**src/rtl/gyro_pkg.sv**
```systemverilog
// -----------------------------------------------------------------------------
// gyro_pkg
//   Shared definitions for the gyro demodulator and the filter stage behind it.
//   - gyro_state_e : demodulator FSM encoding (IDLE/SYNC/BLANK/ACCUM, 2 bits)
//   - wide_t       : 64-bit signed working type for the arithmetic helpers
//   - clip_to      : clamp a wide value to a w-bit signed range, flag on clip
//   - sat_add      : wide add followed by clamp to a w-bit signed range
//   The helpers take the target width as an argument so that one pair of
//   functions serves every stage regardless of its own parameter set; callers
//   cast the returned wide value down to their register width.
// -----------------------------------------------------------------------------
package gyro_pkg;

  typedef enum logic [1:0] {
    ST_IDLE  = 2'd0,
    ST_SYNC  = 2'd1,
    ST_BLANK = 2'd2,
    ST_ACCUM = 2'd3
  } gyro_state_e;

  localparam int WIDE_W = 64;
  typedef logic signed [WIDE_W-1:0] wide_t;

  // Clamp v into [-2^(w-1), 2^(w-1)-1]; w must be in 2..63.
  function automatic wide_t clip_to(input wide_t v, input int w, output logic clipped);
    wide_t hi;
    wide_t lo;
    wide_t res;
    hi      = (wide_t'(1) <<< (w - 1)) - wide_t'(1);
    lo      = -hi - wide_t'(1);
    clipped = 1'b0;
    res     = v;
    if (v > hi) begin
      res     = hi;
      clipped = 1'b1;
    end else if (v < lo) begin
      res     = lo;
      clipped = 1'b1;
    end
    return res;
  endfunction

  // Saturating add; operands are already w-bit values sign-extended to wide_t,
  // so the wide sum itself can never overflow for w <= 62.
  function automatic wide_t sat_add(input wide_t a, input wide_t b, input int w,
                                    output logic clipped);
    return clip_to(a + b, w, clipped);
  endfunction

endpackage

```
**src/rtl/gyro_shift_sat.sv**
```systemverilog
// -----------------------------------------------------------------------------
// gyro_shift_sat
//   Combinational output stage: arithmetic right shift of the window
//   accumulator followed by a clamp to the OUT_W-bit measurement range.
//   Ports:
//     acc_i    in  ACC_W  signed accumulator value
//     shift_i  in  5      right-shift amount (arithmetic)
//     meas_o   out OUT_W  shifted and clamped result
//     clip_o   out 1      high when the clamp changed the value
// -----------------------------------------------------------------------------
module gyro_shift_sat
  import gyro_pkg::*;
#(
  parameter int ACC_W = 32,
  parameter int OUT_W = 10
) (
  input  logic signed [ACC_W-1:0] acc_i,
  input  logic        [4:0]       shift_i,
  output logic signed [OUT_W-1:0] meas_o,
  output logic                    clip_o
);

  wide_t acc_wide;
  wide_t shifted;

  always_comb begin
    // Casting a signed value to the wide signed type sign-extends it.
    acc_wide = wide_t'(acc_i);
    shifted  = acc_wide >>> shift_i;
    clip_o   = 1'b0;
    meas_o   = OUT_W'(clip_to(shifted, OUT_W, clip_o));
  end

endmodule

```
**src/rtl/gyro_demod_decim.sv**
```systemverilog
// -----------------------------------------------------------------------------
// gyro_demod_decim
//   Square-wave demodulator / decimator in front of the Kalman filter.
//   Raw photodetector samples are sign-corrected by the modulation half,
//   the first SKIP samples after every modulation edge are blanked, and the
//   rest are summed over 2^PER_LOG2 modulation periods. At the end of each
//   window the sum is shifted, clamped and presented on o_meas, where it is
//   held until the next window closes.
//
//   Sample strobe: i_adc_vld is a one-way valid with no backpressure. Every
//   clock with i_adc_vld=1 carries exactly one sample in i_adc_data together
//   with its modulation half in i_mod_sign; on clocks with i_adc_vld=0 both
//   are ignored and nothing advances. The only exception is i_en=0, which
//   forces IDLE on the next clock whether or not a sample is present.
//
//   Ports:
//     i_clk        in   1      system clock
//     i_rst_n      in   1      asynchronous active-low reset
//     i_adc_data   in   ADC_W  signed ADC sample
//     i_adc_vld    in   1      sample strobe
//     i_mod_sign   in   1      1 = positive modulation half, 0 = negative half
//     i_en         in   1      block enable
//     i_shift      in   5      output right-shift, sampled when a window closes
//     o_meas       out  OUT_W  signed measurement, held between updates
//     o_meas_vld   out  1      one-clock strobe when o_meas updates
//     o_sat        out  1      accumulator or output clamp hit in that window
//     o_short      out  1      sticky: a half-period ended inside its blanking
//     o_dbg_state  out  2      current FSM state, for observation only
// -----------------------------------------------------------------------------
module gyro_demod_decim
  import gyro_pkg::*;
#(
  parameter int ADC_W    = 14,
  parameter int OUT_W    = 10,
  parameter int ACC_W    = 32,
  parameter int SKIP     = 4,
  parameter int PER_LOG2 = 3
) (
  input  logic                    i_clk,
  input  logic                    i_rst_n,
  input  logic signed [ADC_W-1:0] i_adc_data,
  input  logic                    i_adc_vld,
  input  logic                    i_mod_sign,
  input  logic                    i_en,
  input  logic        [4:0]       i_shift,
  output logic signed [OUT_W-1:0] o_meas,
  output logic                    o_meas_vld,
  output logic                    o_sat,
  output logic                    o_short,
  output gyro_state_e             o_dbg_state
);

  // One extra bit so PER_LOG2=0 still has a legal counter.
  localparam int                CNT_W      = PER_LOG2 + 1;
  localparam logic [CNT_W-1:0]  PER_LAST   = CNT_W'((1 << PER_LOG2) - 1);
  localparam int                BLK_W      = (SKIP < 2) ? 1 : $clog2(SKIP + 1);
  // The edge sample itself is the first blanked sample, so the counter holds
  // the number of blanked samples still to come after the edge.
  localparam int                BLK_LOAD_I = (SKIP > 0) ? SKIP - 1 : 0;
  localparam logic [BLK_W-1:0]  BLK_LOAD   = BLK_W'(BLK_LOAD_I);

  // Registers
  gyro_state_e              state_q,     state_d;
  logic                     prev_sign_q, prev_sign_d;
  logic signed [ACC_W-1:0]  acc_q,       acc_d;
  logic                     sat_q,       sat_d;
  logic        [CNT_W-1:0]  per_cnt_q,   per_cnt_d;
  logic        [BLK_W-1:0]  blank_cnt_q, blank_cnt_d;
  logic signed [OUT_W-1:0]  meas_q,      meas_d;
  logic                     meas_vld_q,  meas_vld_d;
  logic                     osat_q,      osat_d;
  logic                     short_q,     short_d;

  // Combinational helpers
  logic                     in_run_w;
  logic                     edge_w;
  logic                     rise_w;
  logic                     dump_w;
  logic                     open_half;
  wide_t                    term_w;
  wide_t                    base_w;
  logic signed [ACC_W-1:0]  acc_sum_w;
  logic                     add_clip_w;
  logic signed [OUT_W-1:0]  res_w;
  logic                     res_clip_w;

  assign in_run_w = (state_q == ST_BLANK) || (state_q == ST_ACCUM);
  assign edge_w   = (i_mod_sign != prev_sign_q);
  assign rise_w   = edge_w & i_mod_sign;
  // The closing rising edge of a window: the last period counted so far was
  // period 2^PER_LOG2 - 1, and this edge completes the final one.
  assign dump_w   = i_en & i_adc_vld & in_run_w & rise_w & (per_cnt_q == PER_LAST);

  // Single saturating adder. The base is zero whenever the current sample is
  // the first one of a fresh window (opening edge in SYNC or closing edge),
  // so with SKIP=0 that edge sample seeds the next window.
  always_comb begin
    term_w     = i_mod_sign ? wide_t'(i_adc_data) : -wide_t'(i_adc_data);
    base_w     = (in_run_w && !dump_w) ? wide_t'(acc_q) : '0;
    add_clip_w = 1'b0;
    acc_sum_w  = ACC_W'(sat_add(base_w, term_w, ACC_W, add_clip_w));
  end

  gyro_shift_sat #(
    .ACC_W (ACC_W),
    .OUT_W (OUT_W)
  ) u_shift_sat (
    .acc_i   (acc_q),
    .shift_i (i_shift),
    .meas_o  (res_w),
    .clip_o  (res_clip_w)
  );

  always_comb begin
    state_d     = state_q;
    prev_sign_d = prev_sign_q;
    acc_d       = acc_q;
    sat_d       = sat_q;
    per_cnt_d   = per_cnt_q;
    blank_cnt_d = blank_cnt_q;
    meas_d      = meas_q;
    meas_vld_d  = 1'b0;
    osat_d      = osat_q;
    short_d     = short_q;
    open_half   = 1'b0;

    if (!i_en) begin
      // Disable drops the window at once; o_meas / o_sat keep their values.
      state_d     = ST_IDLE;
      acc_d       = '0;
      sat_d       = 1'b0;
      per_cnt_d   = '0;
      blank_cnt_d = '0;
      short_d     = 1'b0;
      if (i_adc_vld) begin
        prev_sign_d = i_mod_sign;
      end
    end else if (i_adc_vld) begin
      prev_sign_d = i_mod_sign;
      case (state_q)
        ST_IDLE: begin
          state_d = ST_SYNC;
        end
        ST_SYNC: begin
          if (rise_w) begin
            acc_d     = '0;
            sat_d     = 1'b0;
            per_cnt_d = '0;
            open_half = 1'b1;
          end
        end
        ST_BLANK, ST_ACCUM: begin
          if (edge_w) begin
            // In BLANK the counter is always non-zero, so any edge here means
            // the previous half never got past its blanking interval.
            if (state_q == ST_BLANK) begin
              short_d = 1'b1;
            end
            if (rise_w) begin
              per_cnt_d = dump_w ? '0 : per_cnt_q + CNT_W'(1);
            end
            if (dump_w) begin
              meas_d     = res_w;
              osat_d     = sat_q | res_clip_w;
              meas_vld_d = 1'b1;
              acc_d      = '0;
              sat_d      = 1'b0;
            end
            open_half = 1'b1;
          end else if (state_q == ST_BLANK) begin
            blank_cnt_d = blank_cnt_q - BLK_W'(1);
            if (blank_cnt_q == BLK_W'(1)) begin
              state_d = ST_ACCUM;
            end
          end else begin
            acc_d = acc_sum_w;
            sat_d = sat_q | add_clip_w;
          end
        end
        default: begin
          state_d = ST_IDLE;
        end
      endcase

      // Start of a half-period: the edge sample is either the first blanked
      // sample or, with no blanking, the first accumulated one.
      if (open_half) begin
        if (SKIP == 0) begin
          acc_d       = acc_sum_w;
          sat_d       = sat_d | add_clip_w;
          blank_cnt_d = '0;
          state_d     = ST_ACCUM;
        end else begin
          blank_cnt_d = BLK_LOAD;
          state_d     = (SKIP == 1) ? ST_ACCUM : ST_BLANK;
        end
      end
    end
  end

  always_ff @(posedge i_clk or negedge i_rst_n) begin
    if (!i_rst_n) begin
      state_q     <= ST_IDLE;
      prev_sign_q <= 1'b0;
      acc_q       <= '0;
      sat_q       <= 1'b0;
      per_cnt_q   <= '0;
      blank_cnt_q <= '0;
      meas_q      <= '0;
      meas_vld_q  <= 1'b0;
      osat_q      <= 1'b0;
      short_q     <= 1'b0;
    end else begin
      state_q     <= state_d;
      prev_sign_q <= prev_sign_d;
      acc_q       <= acc_d;
      sat_q       <= sat_d;
      per_cnt_q   <= per_cnt_d;
      blank_cnt_q <= blank_cnt_d;
      meas_q      <= meas_d;
      meas_vld_q  <= meas_vld_d;
      osat_q      <= osat_d;
      short_q     <= short_d;
    end
  end

  assign o_meas      = meas_q;
  assign o_meas_vld  = meas_vld_q;
  assign o_sat       = osat_q;
  assign o_short     = short_q;
  assign o_dbg_state = state_q;

endmodule

```
**config.mk**
```make
export PLATFORM = sky130hd
export DESIGN_NAME = gyro_demod_decim
export DESIGN_NICKNAME = d
export VERILOG_FILES = /design/src/rtl/gyro_pkg.sv /design/src/rtl/gyro_shift_sat.sv /design/src/rtl/gyro_demod_decim.sv
export SDC_FILE = /design/constraint.sdc
export NUM_CORES = 1
export LEC_CHECK = 0
export CAP_MARGIN = 20
export CORE_MARGIN = 10
export CORE_UTILIZATION = 67
export CTS_BUF_LIST = sky130_fd_sc_hd__clkbuf_4 sky130_fd_sc_hd__clkbuf_8 sky130_fd_sc_hd__clkbuf_16
export CTS_CLUSTER_DIAMETER = 40
export DETAILED_ROUTE_END_ITERATION = 8
export GPL_TIMING_DRIVEN = 0
export PLACE_DENSITY = 0.95
export SLEW_MARGIN = 10
export SYNTH_ARGS = -nofsm -noshare
export SYNTH_HDL_FRONTEND = slang
export SYNTH_SLANG_ARGS = --single-unit
```
**constraint.sdc**
```tcl
create_clock -name i_clk -period 13 [get_ports i_clk]
set_input_delay 2.6 -clock i_clk [delete_from_list [all_inputs] [get_ports i_clk]]
set_output_delay 2.6 -clock i_clk [all_outputs]
set_load 0.005 [all_outputs]
```
Word-level counts from Yosys, hierarchy flattened. Index checks and enable logic that the tools add are counted.

Add/sub/neg operators: 4. $lt $le $gt $ge: 4. Equal/unequal tests: 23. Shifts and indexed selects: 1. Muxes and demuxes: 59. Bitwise logic cells: 7. Reduce and logical (&&, ||, !) cells: 11.

Operator list (number): 2-to-1 mux 32 bit (8); 2-to-1 mux 64 bit (2); adder 64 bit (1); > comparator 64 x 10 -> 1 bit, second input constant (1); > comparator 64 x 32 -> 1 bit, second input constant (1); less-than comparator 64 x 10 -> 1 bit, second input constant (1); less-than comparator 64 x 32 -> 1 bit, second input constant (1); negation 14 -> 64 bit (1); case mux 32 bit (2 select lines) (1); >>> shifter 32 x 5 -> 64 bit (1); 2-to-1 mux 1 bit (24); 2-to-1 mux 4 bit (6); 2-to-1 mux 10 bit (2); != test 4 bit, second input constant (5); AND reduction 5 bit (4); 2-to-1 mux 3 bit (6); 2-to-1 mux 2 bit (6); != test 3 x 1 -> 1 bit, second input constant (3); != test 3 bit, second input constant (3); case mux 4 bit (2 select lines) (1); AND reduction 4 bit (2); != test 2 x 1 -> 1 bit, second input constant (3); AND 1 bit (5); adder 4 x 1 -> 4 bit, second input constant (1); 17 further kinds (20).

Flip-flop bits (word level): 56. Logic and storage cells: 119.

Logic depth before layout (Yosys ltp).
Depth in word-level cells: 18. Depth in mapped cells: 24. Depth with buffers taken out: 21.

By module. From an unflattened synthesis, not the netlist that was laid out.

Cells, all modules: 1468. Area total of the unflattened synthesis: 10804.1 um^2.

Modules (own cells, without submodules): gyro_demod_decim (instances 1, cells an instance 1202, area each 8688.3 um^2, seq. area each 1401.3 um^2); gyro_shift_sat (instances 1, cells an instance 266, area each 2115.8 um^2, seq. area each 0.0 um^2).

Least setup slack after synthesis. Ideal clock, no wire load.

Kind: input-to-reg. From: input i_adc_data[9]. To: register sat_q. Setup time: 126 ps. Arrival: 7694 ps. Required time: 12874 ps. Setup slack: 5180 ps. Cell stages on the path: 22. Path buffers: 3. Cell sequence: nor3_1 > nand2_1 > nor3_1 > clkbuf_1 > nand3_1 > ha_1 > a21oi_1 > ha_1 > buf_2 > nand2_1 > o21ai_0 > a221oi_2 > a21oi_1 > a2111oi_1 > mux2i_1 > o211ai_1 > nor4_1 > and4_1 > nand4_1 > o41a_1 > buf_6 > o311a_1.

Word-level cells in the longest chain between the ends: 12. Elaborated cells between the ends (all ways): 13. Those cells by class: add/sub (2); order compare (2); mux (8); bitwise (1).

RTL lines: from (decl) (RTL line gyro_demod_decim.sv:41) `input logic signed [ADC_W-1:0] i_adc_data,`; negation 14 -> 64 bit (RTL line gyro_demod_decim.sv:98) `term_w = i_mod_sign ? wide_t'(i_adc_data) : -wide_t'(i_adc_data);`; 2-to-1 mux 64 bit * (RTL line gyro_demod_decim.sv:98); adder 64 bit * (RTL line gyro_pkg.sv:47) `return clip_to(a + b, w, clipped);`; less-than comparator 64 x 32 -> 1 bit (RTL line gyro_pkg.sv:36) `end else if (v < lo) begin`; 2-to-1 mux 1 bit (RTL line gyro_pkg.sv:36); 2-to-1 mux 1 bit * (RTL line gyro_pkg.sv:33) `if (v > hi) begin`; OR 1 bit * (RTL line gyro_demod_decim.sv:177) `sat_d = sat_q | add_clip_w;`; 2-to-1 mux 1 bit * (RTL line gyro_demod_decim.sv:170) `end else if (state_q == ST_BLANK) begin`; 2-to-1 mux 1 bit * (RTL line gyro_demod_decim.sv:153) `if (edge_w) begin`; case mux 1 bit (2 select lines) * (RTL line gyro_demod_decim.sv:140) `case (state_q)`; 2-to-1 mux 1 bit * (RTL line gyro_demod_decim.sv:138) `end else if (i_adc_vld) begin`; 2-to-1 mux 1 bit * (RTL line gyro_demod_decim.sv:127) `if (!i_en) begin`; to (signal assigned) (RTL line gyro_demod_decim.sv:217) `sat_q <= sat_d;`; to (decl) (RTL line gyro_demod_decim.sv:66) `logic sat_q, sat_d;`.

Mark *: on every way between the ends. The rest lies on a longest branch, timed or not. The select of a mux whose other input is x is not followed. A chain may end at the register's enable or synchronous reset.

Worst setup path after layout. Same ends and word-level chain as after synthesis.

==> results.txt <==
CP delay by family, top - compound AO/OA/AOI/OAI gates
Initial Util - 69.3%
Die Y-Extent - 143 µm
Slew headroom - 40.8%
Warning count from the yosys run - 0
Pint - 0.339 mW
Power Total - 0.582 mW
Routed vias/inst - 7.25
Startpoint types - primary input
H-tree depth - 2
Seq cells post-synth - 56
Skew-Pair Late Insertion Delay - 0.31 ns
Grt total ovfl - 0
Die W - 143 µm
Placed wire-length estimate - 28.5 mm
P&R area growth vs syn - 7.94%
Min-delay src - o_meas[0]$_DFFE_PN0P_
Endpoints failing setup - 0
Initial antenna violation count - 0
Tmin final - 9.67 ns
Fin nets - 1582
Final hold violation count - 0
Static leakage - 4.72 nW
Hold depth - 1
Placeable Area - 14700 µm²
Top FF cell, synth - dfrtp_1
Vias in the first global route - 10400
Non-Filler Instances - 1661
Gr usage total - 33.1%
Hold Buf Count CTS - 0
Sw Ratio - 41.8%
# DRC - 0
Die ar. - 20500 µm²
Dpl cells - 1651
DR WL/cell - 21.3 µm
CP Class - in -> reg
Worst endpoint required time - 13.19 ns
Setup slack after layout - 3.33 ns
CP Capture Type - flop
Status - complete, no violations
Worst Skew - 0.00453 ns
Final TNS setup - 0 ns
CTS Sinks - 56
Final Cycle Share - 74.4%
P_sw - 0.243 mW
Drt initial violations - 2130
Post-synthesis sequential area ratio - 13.8%
CTS Buf Count - 5
Critical Path Max Stage Delay - 0.66 ns
Synth area leader - dfrtp_1
Via count - 12000
Avg Cell Area, Syn - 7.13 µm²
Global-route wire length before repair - 55.2 mm
Mapped Nets - 1534
# diodes - 0
Seq pwr share - 31.3%
R2R depth - 20
FF-to-FF Start - o_dbg_state[1]$_DFFE_PN0P_
Share of layout cells above drive strength 1 - 9.55%
Num ports - 39
Critical path cell sequence - clkdlybuf4s50_1, nor3_1, nand2_1, nor3_1, clkbuf_1, nand3_1, ha_1, a21oi_1, ha_1, clkbuf_2, a21oi_1, o21ai_0, a221oi_2, a21oi_1, a2111oi_1, clkbuf_2, mux2i_1, o211ai_1, nor4_1, and4_1, nand4_1, o41a_1, buf_6, o311a_1
Max clock buf depth - 2
Root buffer cell - clkbuf_16
Clock-pin slew on the worst setup and hold paths - 0.08 ns
Post-cts resize count - 0
Combinational group share of total power - 43.0%
Number of synthesized flops with an enable pin - 0
Final Max Slew Viols - 0
Hold Path End - o_meas[0]$_DFFE_PN0P_
Crit-path max FO - 10
Slew at the pin closest to its max-slew limit - 0.888 ns
Hold slack - 0.491 ns
# port buffers - 37
Buf+Inv Stages, Crit Path - 5
Setup bufs post-CTS - 0
ANT nets after route - 0
Hold/Removal Path Class - reg -> reg
Final Util - 74.8%
Power per cell area - 53.0 nW/µm²
Number of max-cap violations - 0
R2r endpoint - sat_q$_DFFE_PN0P_
Max VDD drop - 0.0000606 V
Mapped Cells - 1428
CTS tree - built
Final instance area - 11000 µm²
Post-synth ARST share - 100%
First-pass iteration count of the detailed router - 8
Wirelength, routed - 35.4 mm
Clk pwr share - 25.7%
CP arrival - 9.86 ns
Row cnt - 44
Top cells by area, synth - dfrtp_1, ha_1, nand2_1
DP Worst Slack - 3.21 ns
Reg2reg setup slack - 5.70 ns
Library cells used by synthesis - 98
Dpl cell area - 10800 µm²
Fmax - 103 MHz
Largest net degree at the start of global routing - 37
Syn Std Cell Area - 10200 µm²
CP max stage cell - a2111oi_1
GPL Wtd Cong - 1.10
RSZ-0062 raised after global routing - false
Yosys top cell area share - 13.8%
Cell mode on critical path - a21oi_1
worst reg2reg max path, stage by stage (launching register included):
cell and delay, ns:
dfrtp_1 0.35, clkbuf_1 0.31, nand3_1 0.19, or4b_2 0.68, clkbuf_1 0.23, and3_1 0.53, ha_1 0.62, a21oi_2 0.39
o21ai_0 0.23, a221oi_2 0.34, a21oi_1 0.11, a2111oi_1 0.66, clkbuf_2 0.29, mux2i_1 0.21, o211ai_1 0.22, nor4_1 0.29
and4_1 0.24, nand4_1 0.10, o41a_1 0.62, buf_6 0.25, o311a_1 0.32
worst max path at each step:
stage	from	end	slack, ns	depth (start not counted)
after floorplan	i_adc_data[9]	sat_q$_DFFE_PN0P_	5.18	22
after global placement	i_mod_sign	sat_q$_DFFE_PN0P_	3.17	19
after detailed placement	i_adc_data[9]	sat_q$_DFFE_PN0P_	3.21	23
after CTS	i_adc_data[9]	sat_q$_DFFE_PN0P_	3.51	23
after global routing	i_adc_data[9]	sat_q$_DFFE_PN0P_	3.12	24
final	i_adc_data[9]	sat_q$_DFFE_PN0P_	3.33	24
state kept, by name, summed over array words and instances, names as in the netlist:
name	flops
o_short	1
o_meas_vld	1
per_cnt_q	4
prev_sign_q	1
o_sat	1
blank_cnt_q	3
o_meas	10
o_dbg_state	2
acc_q	32
sat_q	1
kinds of logic after synthesis:
| logic type | synth area share [%] |
|---|---|
| muxes | 7.67 |
| DFF | 13.8 |
| and+or+nand+nor | 26.7 |
| adders and majority gates | 10.1 |
| xor gates and xnor gates | 5.07 |
| buffers and inverters | 6.14 |
| AOI/OAI and AO/OA | 30.5 |
cell type report:
type | instances | area [µm²]
clock inverters | 2 | 18.8
multi-input cells | 1230 | 8160
fillers | 1124 | 3710
plain buffers | 96 | 453
repair buffers | 41 | 420
clock buffers | 6 | 139
well taps | 184 | 230
flip-flops and latches | 56 | 1400
inverters | 46 | 173
Yosys cell counts (all sizes together) (5+ instances only):
cell and n:
a211o 7, a211oi 11, a21boi 9, a21o 16, a21oi 154, a31oi 11
and2 5, and3 35, buf 38, clkbuf 58, dfrtp 56, ha 81
inv 45, mux2 16, mux2i 33, mux4 12, nand2 233, nand2b 11
nand3 37, nand4 35, nor2 109, nor2b 10, nor3 40, nor4 12
o211ai 19, o21a 15, o21ai 126, o21bai 8, o311ai 33, o31ai 8
or2 10, or3 7, or4 5, xnor2 23, xor2 36
metal layers:
| metal | GRT usage (%) | vias up | wire [µm] |
|---|---|---|---|
| li1 | - | 5389 | - |
| met1 | 48.7 | 5590 | 14700 |
| met2 | 46.7 | 951 | 14500 |
| met3 | 8.72 | 110 | 5360 |
| met4 | 7.58 | 0 | 882 |
| met5 | 0 | - | 0 |
power by group through the flow:
stage | logic, mW | registers [mW] | clock network (mW)
floorplan | 0.169 | 0.184 | 0
global placement | 0.231 | 0.185 | 0
detailed placement | 0.237 | 0.185 | 0
CTS | 0.239 | 0.182 | 0.147
global route | 0.269 | 0.183 | 0.156
finish | 0.251 | 0.182 | 0.149
placed cells by master (no fill, tap or decap), types with 6 or more instances in the layout:
cell type        netlist  final
o31ai_1                8      8
dfrtp_1               56     56
o21bai_1               8      8
mux2_2                16     16
a21boi_0               8      8
nand4_1               33     33
nor2_1               108    108
o21ai_1                9      9
o21a_1                15     15
mux2i_1               33     33
a211oi_1              10     10
mux4_2                12     12
nand3_1               37     37
buf_6                  6      6
or2_2                  8      8
a21oi_1              151    151
nor3_1                39     39
buf_2                 25     26
o211ai_1              19     19
a211o_1                6      6
nand2_1              232    232
ha_1                  81     81
nor2b_1               10     10
a21o_1                16     16
inv_1                 43     43
xor2_1                36     36
nand2b_1              11     11
nor4_1                 9      9
o311ai_2              26     26
a31oi_1               11     11
o21ai_0              116    116
clkbuf_1              57     57
clkdlybuf4s50_1        0     36
or3_1                  7      7
and3_1                35     35
xnor2_1               23     23
No activity file was read; power rests on OpenSTA's default activity.
